<file path="src/rtl/fx3_uart_pkg.sv">
`default_nettype none
// ============================================================================
// Module   : fx3_uart_pkg
// Purpose  : Shared constants and FSM state type for the FX3 UART TX/RX pair.
//            Both directions derive bit timing from the same oversample ratio,
//            so a single CLK_DIVISOR setting gives one baud rate for the link.
// Contents : OVERSAMPLE  - oversample ticks per bit period
//            DATA_BITS   - payload bits per 8N1 frame
//            uart_state_t- frame sequencing states
// Revision : 1.0 - initial release
// ============================================================================
package fx3_uart_pkg;

  localparam int OVERSAMPLE = 16;
  localparam int DATA_BITS  = 8;

  typedef enum logic [2:0] {
    IDLE  = 3'd0,
    LOAD  = 3'd1,
    START = 3'd2,
    DATA  = 3'd3,
    STOP  = 3'd4
  } uart_state_t;

endpackage : fx3_uart_pkg
`default_nettype wire

</file>
<file path="src/rtl/sync_byte_fifo.sv">
`default_nettype none
// ============================================================================
// Module   : sync_byte_fifo
// Purpose  : Single-clock byte FIFO with first-word-fall-through read data.
//            Pointers carry one extra MSB so full and empty are told apart
//            without a separate counter.
// Ports    : clk, reset          - clock, synchronous active-high reset
//            wr_en, wr_data      - write strobe (ignored when full) and byte
//            rd_en, rd_data      - pop strobe (ignored when empty); rd_data
//                                  always shows the head entry
//            full, empty, level  - occupancy status
// Revision : 1.0 - initial release
// ============================================================================
module sync_byte_fifo #(
  parameter int DEPTH = 4
) (
  input  logic                     clk,
  input  logic                     reset,
  input  logic                     wr_en,
  input  logic [7:0]               wr_data,
  input  logic                     rd_en,
  output logic [7:0]               rd_data,
  output logic                     full,
  output logic                     empty,
  output logic [$clog2(DEPTH):0]   level
);

  localparam int AW = $clog2(DEPTH);

  logic [7:0]  r_mem [DEPTH];
  logic [AW:0] r_wr_ptr;
  logic [AW:0] r_rd_ptr;
  logic        w_wr;
  logic        w_rd;

  assign w_wr = wr_en && !full;
  assign w_rd = rd_en && !empty;

  // Storage is not reset: only entries between the pointers are ever read.
  always_ff @(posedge clk) begin
    if (w_wr) begin
      r_mem[r_wr_ptr[AW-1:0]] <= wr_data;
    end
  end

  always_ff @(posedge clk) begin
    if (reset) begin
      r_wr_ptr <= '0;
      r_rd_ptr <= '0;
    end else begin
      if (w_wr) begin
        r_wr_ptr <= r_wr_ptr + 1'b1;
      end
      if (w_rd) begin
        r_rd_ptr <= r_rd_ptr + 1'b1;
      end
    end
  end

  assign rd_data = r_mem[r_rd_ptr[AW-1:0]];
  assign empty   = (r_wr_ptr == r_rd_ptr);
  assign full    = (r_wr_ptr[AW] != r_rd_ptr[AW]) &&
                   (r_wr_ptr[AW-1:0] == r_rd_ptr[AW-1:0]);
  assign level   = r_wr_ptr - r_rd_ptr;

endmodule : sync_byte_fifo
`default_nettype wire

</file>
<file path="src/rtl/fx3_uart_tx_fifo.sv">
`default_nettype none
// ============================================================================
// Module   : fx3_uart_tx_fifo
// Purpose  : Buffered 8N1 UART transmitter for the FX3 control link. Bytes
//            enter a small FIFO over a valid/ready handshake and are sent
//            LSB first on uart_tx. One bit lasts OVERSAMPLE*CLK_DIVISOR clocks.
// Ports    : clk, reset     - system clock, synchronous active-high reset
//            tx_data        - byte to send
//            tx_data_valid  - tx_data is valid this cycle
//            tx_data_ready  - FIFO can take a byte this cycle
//            uart_tx        - registered serial line, idle high
//            tx_busy        - frame sequencing in progress
//            fifo_level     - bytes currently held in the FIFO
// Revision : 1.0 - initial release
// ============================================================================
module fx3_uart_tx_fifo
  import fx3_uart_pkg::*;
#(
  parameter int CLK_DIVISOR = 54,
  parameter int FIFO_DEPTH  = 4
) (
  input  logic                          clk,
  input  logic                          reset,
  input  logic [7:0]                    tx_data,
  input  logic                          tx_data_valid,
  output logic                          tx_data_ready,
  output logic                          uart_tx,
  output logic                          tx_busy,
  output logic [$clog2(FIFO_DEPTH):0]   fifo_level
);

  localparam int TICK_W = (CLK_DIVISOR > 1) ? $clog2(CLK_DIVISOR) : 1;
  localparam int OS_W   = $clog2(OVERSAMPLE);

  localparam logic [TICK_W-1:0] C_TICK_MAX = TICK_W'(CLK_DIVISOR - 1);
  localparam logic [OS_W-1:0]   C_OS_MAX   = OS_W'(OVERSAMPLE - 1);
  localparam logic [2:0]        C_BIT_LAST = 3'(DATA_BITS - 1);

  uart_state_t       r_state;
  uart_state_t       w_state_next;
  logic [TICK_W-1:0] r_tick;
  logic [OS_W-1:0]   r_os;
  logic [2:0]        r_bit_cnt;
  logic [7:0]        r_shreg;
  logic [7:0]        w_shreg_next;
  logic              r_uart_tx;
  logic              w_tx_next;
  logic              r_busy;

  logic              w_full;
  logic              w_empty;
  logic [7:0]        w_head;
  logic              w_push;
  logic              w_pop;
  logic              w_bit_end;

  // --------------------------------------------------------------------------
  // Byte FIFO
  // --------------------------------------------------------------------------
  assign tx_data_ready = !w_full && !reset;
  assign w_push        = tx_data_valid && tx_data_ready;
  assign w_pop         = (r_state == LOAD);

  sync_byte_fifo #(
    .DEPTH (FIFO_DEPTH)
  ) u_fifo (
    .clk     (clk),
    .reset   (reset),
    .wr_en   (w_push),
    .wr_data (tx_data),
    .rd_en   (w_pop),
    .rd_data (w_head),
    .full    (w_full),
    .empty   (w_empty),
    .level   (fifo_level)
  );

  // Last clock of the current bit period.
  assign w_bit_end = (r_tick == C_TICK_MAX) && (r_os == C_OS_MAX);

  // --------------------------------------------------------------------------
  // FSM: state register
  // --------------------------------------------------------------------------
  always_ff @(posedge clk) begin
    if (reset) begin
      r_state <= IDLE;
    end else begin
      r_state <= w_state_next;
    end
  end

  // --------------------------------------------------------------------------
  // FSM: next-state logic
  // --------------------------------------------------------------------------
  always_comb begin
    w_state_next = r_state;
    case (r_state)
      IDLE:  if (!w_empty) w_state_next = LOAD;
      LOAD:  w_state_next = START;
      START: if (w_bit_end) w_state_next = DATA;
      DATA:  if (w_bit_end && (r_bit_cnt == C_BIT_LAST)) w_state_next = STOP;
      STOP:  if (w_bit_end) w_state_next = w_empty ? IDLE : LOAD;
      default: w_state_next = IDLE;
    endcase
  end

  // --------------------------------------------------------------------------
  // FSM: output logic. The line register is loaded from the state being
  // entered, so uart_tx changes on the same edge as the state.
  // --------------------------------------------------------------------------
  always_comb begin
    w_shreg_next = r_shreg;
    if (r_state == LOAD) begin
      w_shreg_next = w_head;
    end else if ((r_state == DATA) && w_bit_end) begin
      w_shreg_next = {1'b0, r_shreg[7:1]};
    end

    w_tx_next = 1'b1;
    case (w_state_next)
      START:   w_tx_next = 1'b0;
      DATA:    w_tx_next = w_shreg_next[0];
      default: w_tx_next = 1'b1;
    endcase
  end

  // --------------------------------------------------------------------------
  // Divider, bit counter and shift register
  // --------------------------------------------------------------------------
  always_ff @(posedge clk) begin
    if (reset) begin
      r_tick    <= '0;
      r_os      <= '0;
      r_bit_cnt <= '0;
      r_shreg   <= '0;
    end else begin
      r_shreg <= w_shreg_next;
      if (r_state == LOAD) begin
        r_tick    <= '0;
        r_os      <= '0;
        r_bit_cnt <= '0;
      end else if (r_state != IDLE) begin
        if (r_tick == C_TICK_MAX) begin
          r_tick <= '0;
          r_os   <= (r_os == C_OS_MAX) ? '0 : r_os + 1'b1;
        end else begin
          r_tick <= r_tick + 1'b1;
        end
        // Wraps back to 0 after the eighth data bit, ready for the next frame.
        if ((r_state == DATA) && w_bit_end) begin
          r_bit_cnt <= r_bit_cnt + 1'b1;
        end
      end
    end
  end

  // --------------------------------------------------------------------------
  // Registered outputs
  // --------------------------------------------------------------------------
  always_ff @(posedge clk) begin
    if (reset) begin
      r_uart_tx <= 1'b1;
      r_busy    <= 1'b0;
    end else begin
      r_uart_tx <= w_tx_next;
      r_busy    <= (w_state_next != IDLE);
    end
  end

  assign uart_tx = r_uart_tx;
  assign tx_busy = r_busy;

endmodule : fx3_uart_tx_fifo
`default_nettype wire

</file>
<file path="config.mk">
export PLATFORM = sky130hd
export DESIGN_NAME = fx3_uart_tx_fifo
export DESIGN_NICKNAME = d
export VERILOG_FILES = /design/src/rtl/fx3_uart_pkg.sv /design/src/rtl/sync_byte_fifo.sv /design/src/rtl/fx3_uart_tx_fifo.sv
export SDC_FILE = /design/constraint.sdc
export NUM_CORES = 1
export LEC_CHECK = 0
export CAP_MARGIN = 10
export CORE_MARGIN = 2
export CORE_UTILIZATION = 41
export DETAILED_ROUTE_END_ITERATION = 10
export PLACE_DENSITY_LB_ADDON = 0.05
export SKIP_CTS_REPAIR_TIMING = 1
export SLEW_MARGIN = 20
export SYNTH_ARGS = -nofsm -noshare
export SYNTH_HDL_FRONTEND = slang
export SYNTH_SLANG_ARGS = --single-unit
</file>
<file path="constraint.sdc">
create_clock -name clk -period 1.8 [get_ports clk]
set_input_delay 0.18 -clock clk [delete_from_list [all_inputs] [get_ports clk]]
set_output_delay 0.18 -clock clk [all_outputs]
set_load 0.005 [all_outputs]
</file>
Yosys cells after proc, flatten, opt, wreduce, memory -nomap -nowiden --
Memory sizes are Yosys's and may differ from the RTL's. A register that Yosys moved wholly into a read port is not among the register bits. Cells that the tools add are included.
Storage, ports and cells: RAM bits 32, memories 1, register bits 32, output and inout bits 6, word-level logic and storage cells 62, input bits 11
Operators by class: reduce and logical (&&, ||, !) cells 18, add/subtract/negate cells 6, eq/ne operators 12, multiplexer cells 15
Memories:
- u_fifo.r_mem | depth 4, bits a word 8, rd ports 1, clocked after Yosys merged registers in 1, wr ports 1, line sync_byte_fifo.sv:30 | logic [7:0] r_mem [DEPTH];
Operators with widths (count):
- 8-bit two-way mux | 2
- 3-bit one-hot mux with 5 select lines | 1
- 3-bit by 2-bit equality test with 1-bit output, second input constant | 4
- 3-bit two-way mux | 4
- 3-bit by 1-bit adder with 3-bit output, second input constant | 3
- 1-bit logical AND | 8
- 6-bit by 1-bit adder with 6-bit output, second input constant | 1
- 3-bit equality test, second input constant | 2
- 6-bit equality test, second input constant | 1
- 6-bit two-way mux | 1
- 3-bit nonzero test | 2
- 4-bit by 1-bit adder with 4-bit output, second input constant | 1
- 4-bit equality test, second input constant | 1
- 2-bit two-way mux | 2
- 4-bit two-way mux | 1
- 2-bit AND reduction | 2
- 3-bit by 1-bit equality test with 1-bit output, second input constant | 1
- 3-bit equality test | 1
- 1-bit zero test | 3
- 3-bit zero test | 1
- 1-bit two-way mux | 3
- 3-bit subtractor | 1
- 2-bit equality test | 1
- 1-bit one-hot mux with 2 select lines | 1
- 3 further kinds | 3

Longest topological paths before layout --
Gate-level depths: netlist of the first run.
depth after elaboration 8, depth in mapped cells 7, mapped depth without buffers 7

Hierarchy --
Synthesis of the first run repeated with hierarchy kept, for this count alone.
Unflattened totals: cells, all modules 240, area, all modules 3025.4 µm²
By module, submodules not included:
- sync_byte_fifo | area each 1769.2 µm², sequential area each 1121.1 µm², cells an instance 108, times used 1
- fx3_uart_tx_fifo | area each 1256.2 µm², sequential area each 520.5 µm², cells an instance 132, times used 1

Worst setup path after synthesis of the first run --
OpenSTA, ideal clock, no wires.
path type reg2reg, start point register u_fifo.r_rd_ptr[1], end point memory u_fifo.r_mem[3][0], enable pin, slack -84 ps, required time 1460 ps, clock period less this slack 1884 ps, library setup time 340 ps, stages on the path, launching flop included 5, data arrival time 1544 ps, path buffers 0, path through dfxtp_1 -> inv_1 -> ha_1 -> a311oi_2 -> and2_1
On the way: cells in the longest elaborated chain, start to end 8
RTL lines:
- start: declaration | line sync_byte_fifo.sv:32 | logic [AW:0] r_rd_ptr;
- start signal: assignment | line sync_byte_fifo.sv:55 | r_rd_ptr <= r_rd_ptr + 1'b1;
- 2-bit equality test * | line sync_byte_fifo.sv:63 | (r_wr_ptr[AW-1:0] == r_rd_ptr[AW-1:0]);
- 1-bit logical AND * | line sync_byte_fifo.sv:62 | assign full = (r_wr_ptr[AW] != r_rd_ptr[AW]) &&
- 1-bit zero test * | line sync_byte_fifo.sv:36, fx3_uart_tx_fifo.sv:60
- 1-bit logical AND | line fx3_uart_tx_fifo.sv:60 | assign tx_data_ready = !w_full && !reset;
- 1-bit logical AND | line fx3_uart_tx_fifo.sv:61 | assign w_push = tx_data_valid && tx_data_ready;
- 1-bit logical AND * | line sync_byte_fifo.sv:36 | assign w_wr = wr_en && !full;
- 1-bit two-way mux * | line sync_byte_fifo.sv:41 | if (w_wr) begin
- 1-bit two-way mux (not written as such) * | line sync_byte_fifo.sv:42 | r_mem[r_wr_ptr[AW-1:0]] <= wr_data;
- end: declaration | line sync_byte_fifo.sv:30
Every way passes the cells marked *; elsewhere a longest branch is shown, timed or not.

Worst setup path after layout of the first run --
start point register u_fifo.r_rd_ptr[1], end point memory u_fifo.r_mem[3][7], enable pin
The elaborated chain is that of the path after synthesis.

==> results.sh, run 1 <==
export IMPL_status="finished, final reports clean"
export IMPL_cts_buffer_depth=2
export IMPL_grt_usage_pct=15.0
export IMPL_dp_hpwl_um=3910
export IMPL_timing_final_crit_share_pct=95.7
export IMPL_h_tree_depth=3
export IMPL_holdCritStartpoint="r_shreg[7]$_SDFFE_PP0P_"
export IMPL_cp_start_kind="flop"
export IMPL_fp_dieW_um=88.2
export IMPL_syn_num_nets=250
export IMPL_final_setup_viol_count=0
export IMPL_viasPerCell=4.96
export IMPL_cp_max_fo=9
export IMPL_whs_ps=479
export IMPL_antenna_found_initial=0
export IMPL_end_kind="flop"
export IMPL_power_density_mw_per_mm2=994
export IMPL_routed_wirelength_um=5300
export IMPL_path_class="flop to flop"
export IMPL_clk_pin_slew_ps=80
export IMPL_drtIter0Drc=39
export IMPL_drc=0
export IMPL_met2RoutedLength_um=2630
export IMPL_gp_congestion=0.795
export IMPL_hold_viol_final=0
export IMPL_crit_chain="inv_1, ha_1, a311oi_4, and2_4"
export IMPL_cts_sinks=66
export IMPL_clkLatencyLatePin_ps=340
export IMPL_io_buffers=16
export IMPL_nets=281
export IMPL_synth_area_leaders="edfxtp_1 (33%), dfxtp_1 (23%), mux4_2 (6.2%)"
export IMPL_path_delay_family="compound AO/OA/AOI/OAI gates"
export IMPL_seq_area_mm2=0.00165
export IMPL_syn_area_per_cell_um2=12.8
export IMPL_dieArea_mm2=0.00777
export IMPL_fillers=595
export IMPL_hold_class="flop to flop"
export IMPL_synth_warnings=0
export IMPL_synth_largest_area_cell="edfxtp_1"
export IMPL_synth_edf_count=32
export IMPL_netlist_area_leader_share_pct=33.1
export IMPL_syn_area_mm2=0.00290
export IMPL_m1WireLength_um=2400
export IMPL_worstPathArrival_ps=1770
export IMPL_grt_pass1_wl_um=8600
export IMPL_grt_overflow_total=0
export IMPL_place_inst=342
export IMPL_fmax_mhz=580
export IMPL_reg2reg_from="u_fifo.r_rd_ptr[1]$_SDFFE_PP0P_"
export IMPL_rsz0062_at_grt="true"
export IMPL_grt_max_degree=21
export IMPL_instances_no_fill=358
export IMPL_report_final_slew_viol_count=0
export IMPL_finalCriticalPeriod_ps=1720
export IMPL_p_leak_nw=1.35
export IMPL_multi_input_area_mm2=0.00121
export IMPL_cts_buffers=9
export IMPL_crit_start="u_fifo.r_rd_ptr[1]$_SDFFE_PP0P_"
export IMPL_crit_buf_inv=1
export IMPL_preCtsSetupSlack_ps=-66.2
export IMPL_design_core_area_mm2=0.00683
export IMPL_first_pass_iters=4
export IMPL_areaGrowthSynthToFinish_pct=20.6
export IMPL_wl_per_cell_um=14.8
export IMPL_critical_path_max_stage_delay_ps=400
export IMPL_cap_violations=0
export IMPL_finClkSkew_ps=8.13
export IMPL_cts_root_buf="clkbuf_8"
export IMPL_die_y_um=88.2
export IMPL_cts_tree="built"
export IMPL_initial_core_util_pct=42.5
export IMPL_drtAntennaViolNets=0
export IMPL_ys_flop_type="dfxtp_1"
export IMPL_dr_total_vias=1774
export IMPL_yosysUniqueCellTypes=47
export IMPL_required_ps=1850
export IMPL_synth_cells=226
export IMPL_async_flop_share_pct=0
export IMPL_diodes=0
export IMPL_worst_pin_slew_ps=419
export IMPL_rows=30
export IMPL_drive_gt1_share_pct=22.5
export IMPL_grt_pass1_vias=1810
export IMPL_fin_ws_ps=77.2
export IMPL_ys_seq_area_share_pct=56.5
export IMPL_peakVddDrop_v=0.000535
export IMPL_slowest_stage="a311oi_4"
export IMPL_synth_ff_latch_count=66
export IMPL_wl_met3_um=174
export IMPL_highest_layer="met4"
export IMPL_io_pins=17
export IMPL_maxSlewHeadroom_pct=72.0
-- state kept, by name, indices dropped and copies added (netlist names), named ones only --
name             cells
r_bit_cnt            3
r_os                 4
r_shreg              8
r_state              3
r_tick               6
tx_busy              1
u_fifo.r_mem        32
u_fifo.r_rd_ptr      3
u_fifo.r_wr_ptr      3
uart_tx              1
-- final cells by class --
type / count / share of cell area [%]
flip-flops and latches: 66 / 47.1
multi-input cells: 140 / 34.6
repair buffers: 31 / 8.08
clock buffers: 9 / 3.54
well taps: 96 / 3.43
clock inverters: 7 / 2.32
inverters: 9 / 0.965
-- cell usage in the layout (no fill, tap or decap), drive strengths merged, types with 2 or more instances in the layout --
cell and count:
clkbuf 9, a211oi 8, nand3 3, dlymetal6s2s 4, a21oi 3, and2 4
mux4 8, edfxtp 32, inv 13, nand2b 4, buf 15, mux2i 12
and3 2, nor3 2, nor2 30, xnor2 6, o21ai 5, or3 4
clkdlybuf4s50 12, xor2 8, nand4 4, ha 12, dfxtp 34, nand2 6
a31oi 3
-- report_power, final --
group	switching, mW	leakage, nW	internal (mW)	total, mW
Clock	0.635	0.101	0.661	1.30
Combinational	0.232	0.676	0.242	0.474
Sequential	0.0515	0.569	1.66	1.71
Total	0.919	1.35	2.56	3.48
-- per-stage QoR --
stage	utilization, %	instance area [um^2]	setup TNS, ps	power [mW]
3_3_place_gp	47.3	3230	-16.9	2.19
2_1_floorplan	-	2910	0	2.02
6_report	51.2	3500	0	3.48
5_1_grt	51.2	3500	-20.0	3.63
3_5_place_dp	47.3	3230	-1510	2.21
4_1_cts	50.3	3440	-2990	3.50
-- per-layer routing --
metal	GRT usage (%)	vias to the layer above
met3	3.77	9
met4	8.26	0
met5	0	-
li1	-	889
met1	18.1	854
met2	24.5	22
-- kinds of logic (layout without fill, tap and decap cells) --
kind of cell	after synthesis	after routing	synth area share, %
AO/OA/AOI/OAI	26	26	6.85
XOR/XNOR	14	14	4.22
adder cells (fa/ha/maj)	13	13	5.86
buffers and inverters	20	56	3.53
flip-flops	66	66	56.5
multiplexers	20	20	10.3
AND/OR/NAND/NOR	67	67	12.7
-- final timing paths --
check	end	slack [ps]	cells after the start
worst max-delay path	u_fifo.r_mem[3][7]$_DFFE_PP_	80	4
worst min-delay path	r_shreg[7]$_SDFFE_PP0P_	480	2
worst max register to register	u_fifo.r_mem[3][7]$_DFFE_PP_	80	4
worst min register to register	r_shreg[7]$_SDFFE_PP0P_	480	2
-- Yosys cell counts (2+ instances only) --
cell type	count
dfxtp_1	34
edfxtp_1	32
nor2_1	30
ha_1	12
mux2i_1	12
inv_1	9
mux4_2	8
xor2_1	8
a211oi_1	6
nand2_1	6
xnor2_1	6
and2_1	4
clkbuf_1	4
o21ai_0	4
or3_1	4
a21oi_1	3
a31oi_1	3
buf_2	3
buf_6	3
nand2b_1	3
nand4_1	3
a211oi_2	2
and3_1	2
nand3_1	2
-- worst min-delay path, cell delays in order (launching register included) --
cell and delay (ps):
dfxtp_1 320, nand3_1 60, a21oi_1 60
No activity file was read; power rests on OpenSTA's default activity.
==> run 2, diff against run 1 <==
--- a/config.mk
+++ b/config.mk
@@ -7,10 +7,9 @@
 export LEC_CHECK = 0
 export CAP_MARGIN = 10
 export CORE_MARGIN = 2
-export CORE_UTILIZATION = 41
+export CORE_UTILIZATION = 53
 export DETAILED_ROUTE_END_ITERATION = 10
 export PLACE_DENSITY_LB_ADDON = 0.05
-export SKIP_CTS_REPAIR_TIMING = 1
 export SLEW_MARGIN = 20
 export SYNTH_ARGS = -nofsm -noshare
 export SYNTH_HDL_FRONTEND = slang
==> results.sh, run 2 (synthesis gave the netlist of run 1 again) <==
export IMPL_dieArea_mm2=0.00609
export IMPL_path_delay_family="compound AO/OA/AOI/OAI gates"
export IMPL_slowest_stage="a311oi_2"
export IMPL_final_cell_mix="edfxtp_1 (32), nor2_1 (30), dfxtp_1 (30), buf_4 (14)"
export IMPL_report_final_slew_viol_count=0
export IMPL_rsz0062_at_grt="true"
export IMPL_reg2reg_to="u_fifo.r_mem[3][1]$_DFFE_PP_"
export IMPL_diodes=0
export IMPL_setup_tns_ps=0
export IMPL_rows=26
export IMPL_clkLatencyLatePin_ps=330
export IMPL_placed_area_mm2=0.00319
export IMPL_cts_buffers=9
export IMPL_fin_ws_ps=25.7
export IMPL_hold_buffers=0
export IMPL_power_density_mw_per_mm2=997
export IMPL_grt_overflow_total=0
export IMPL_cts_buffer_depth=2
export IMPL_finClkSkew_ps=5.99
export IMPL_peakVddDrop_v=0.000900
export IMPL_maxSlewHeadroom_pct=73.7
export IMPL_design_core_area_mm2=0.00520
export IMPL_grt_usage_pct=17.9
export IMPL_holdCritStartpoint="tx_data[6]"
export IMPL_final_common_cell="edfxtp_1"
export IMPL_finalCriticalPeriod_ps=1770
export IMPL_fmax_mhz=564
export IMPL_grt_pass1_wl_um=8460
export IMPL_areaGrowthSynthToFinish_pct=17.8
export IMPL_final_setup_viol_count=0
export IMPL_hold_class="input port to flop"
export IMPL_cts_sinks=66
export IMPL_grt_pass1_vias=1833
export IMPL_viasPerCell=5.33
export IMPL_dp_hpwl_um=3770
export IMPL_crit_start="u_fifo.r_rd_ptr[1]$_SDFFE_PP0P_"
export IMPL_drc=0
export IMPL_preCtsSetupSlack_ps=-30.4
export IMPL_die_y_um=78.0
export IMPL_status="finished, final reports clean"
export IMPL_routed_wirelength_um=4880
export IMPL_place_inst=315
export IMPL_grt_max_degree=21
export IMPL_min_to="u_fifo.r_mem[3][6]$_DFFE_PP_"
export IMPL_instances_no_fill=332
export IMPL_crit_buf_inv=1
export IMPL_h_tree_depth=3
export IMPL_largest_register_ffs=32
export IMPL_clk_pin_slew_ps=80
export IMPL_p_leak_nw=1.28
export IMPL_worst_pin_slew_ps=394
export IMPL_fp_dieW_um=78.0
export IMPL_drtAntennaViolNets=0
export IMPL_reg2reg_from="u_fifo.r_rd_ptr[1]$_SDFFE_PP0P_"
export IMPL_dr_total_vias=1771
export IMPL_drtIter0Drc=56
export IMPL_nets=281
export IMPL_final_core_util_pct=65.7
export IMPL_cap_violations=0
export IMPL_required_ps=1820
export IMPL_rrSetupSlack_ps=30
export IMPL_critical_path_max_stage_delay_ps=390
export IMPL_initial_core_util_pct=55.8
export IMPL_worstPathArrival_ps=1800
export IMPL_design_area_mm2=0.00342
export IMPL_crit_chain="inv_1, ha_1, a311oi_2, and2_2"
export IMPL_cts_tree="built"
export IMPL_rr_worst_depth=4
export IMPL_antenna_found_initial=0
export IMPL_drive_gt1_share_pct=24.0
export IMPL_hold_viol_final=0
export IMPL_cp_max_fo=9
export IMPL_end_kind="flop"
export IMPL_timing_final_crit_share_pct=98.6
export IMPL_gp_congestion=0.799
export IMPL_cp_start_kind="flop"
export IMPL_wl_per_cell_um=14.7
export IMPL_first_pass_iters=4
export IMPL_cts_root_buf="clkbuf_8"
export IMPL_holdPathStages=1
export IMPL_io_buffers=16
export IMPL_path_class="flop to flop"
export IMPL_io_pins=17
==> run 2: changes by cell type in the layout (fill, tap and decap cells not counted), moves of 2 or more <==
cell,previous run,this run
dlymetal6s2s_1,4,0
and2_2,0,4
and2_4,4,0
clkinv_4,1,3
clkbuf_2,0,2
inv_6,4,2
==> run 2: through the flow <==
stage	hold WS, ps	power (mW)
2_1_floorplan	279	2.02
3_3_place_gp	471	2.17
3_5_place_dp	483	2.19
4_1_cts	474	3.46
5_1_grt	489	3.58
6_report	492	3.41
==> run 2: worst reg2reg max path, stage by stage (launching register included) <==
cell,delay (ps)
dfxtp_2,360
inv_1,50
ha_1,310
a311oi_2,390
and2_2,360
==> run 2: layout make-up <==
class / count / area (um^2)
clock buffer: 9 / 124
multi-input combinational: 140 / 1180
inverter: 9 / 33.8
fill: 406 / 1780
timing repair buffer: 31 / 260
tap: 70 / 87.6
sequential: 66 / 1650
clock inverter: 7 / 85.1
==> run 2: power breakdown <==
part / total, mW / internal [mW] / switching [mW]
logic: 0.437 / 0.222 / 0.215
registers: 1.72 / 1.66 / 0.0559
clock network: 1.26 / 0.665 / 0.593
total: 3.41 / 2.55 / 0.864
==> run 2: repair_timing <==
item	4_1_cts	5_1_grt
endpoints found under the setup margin	39	41
pin swaps	1	0
setup buffers	1	0
gates resized for setup	14	6
==> run 2: routing by layer <==
metal / GRT usage, % / share of wire, % / vias to the layer above
met2: 30.1 / 51 / 18
met1: 23.0 / 46 / 852
li1: - / - / 894
met4: 6.84 / 1.1 / 0
met5: 0 / 0 / -
met3: 3.79 / 2.2 / 7
==> run 2: worst max-delay path by stage <==
stage | slack (ps) | to | depth (start not counted)
3_3_place_gp | 20 | u_fifo.r_mem[3][4]$_DFFE_PP_ | 4
3_5_place_dp | -30 | u_fifo.r_mem[3][4]$_DFFE_PP_ | 4
5_1_grt | -30 | u_fifo.r_mem[3][1]$_DFFE_PP_ | 4
2_1_floorplan | 3 | u_fifo.r_mem[3][0]$_DFFE_PP_ | 4
4_1_cts | 20 | tx_data_ready | 5
6_report | 30 | u_fifo.r_mem[3][1]$_DFFE_PP_ | 4
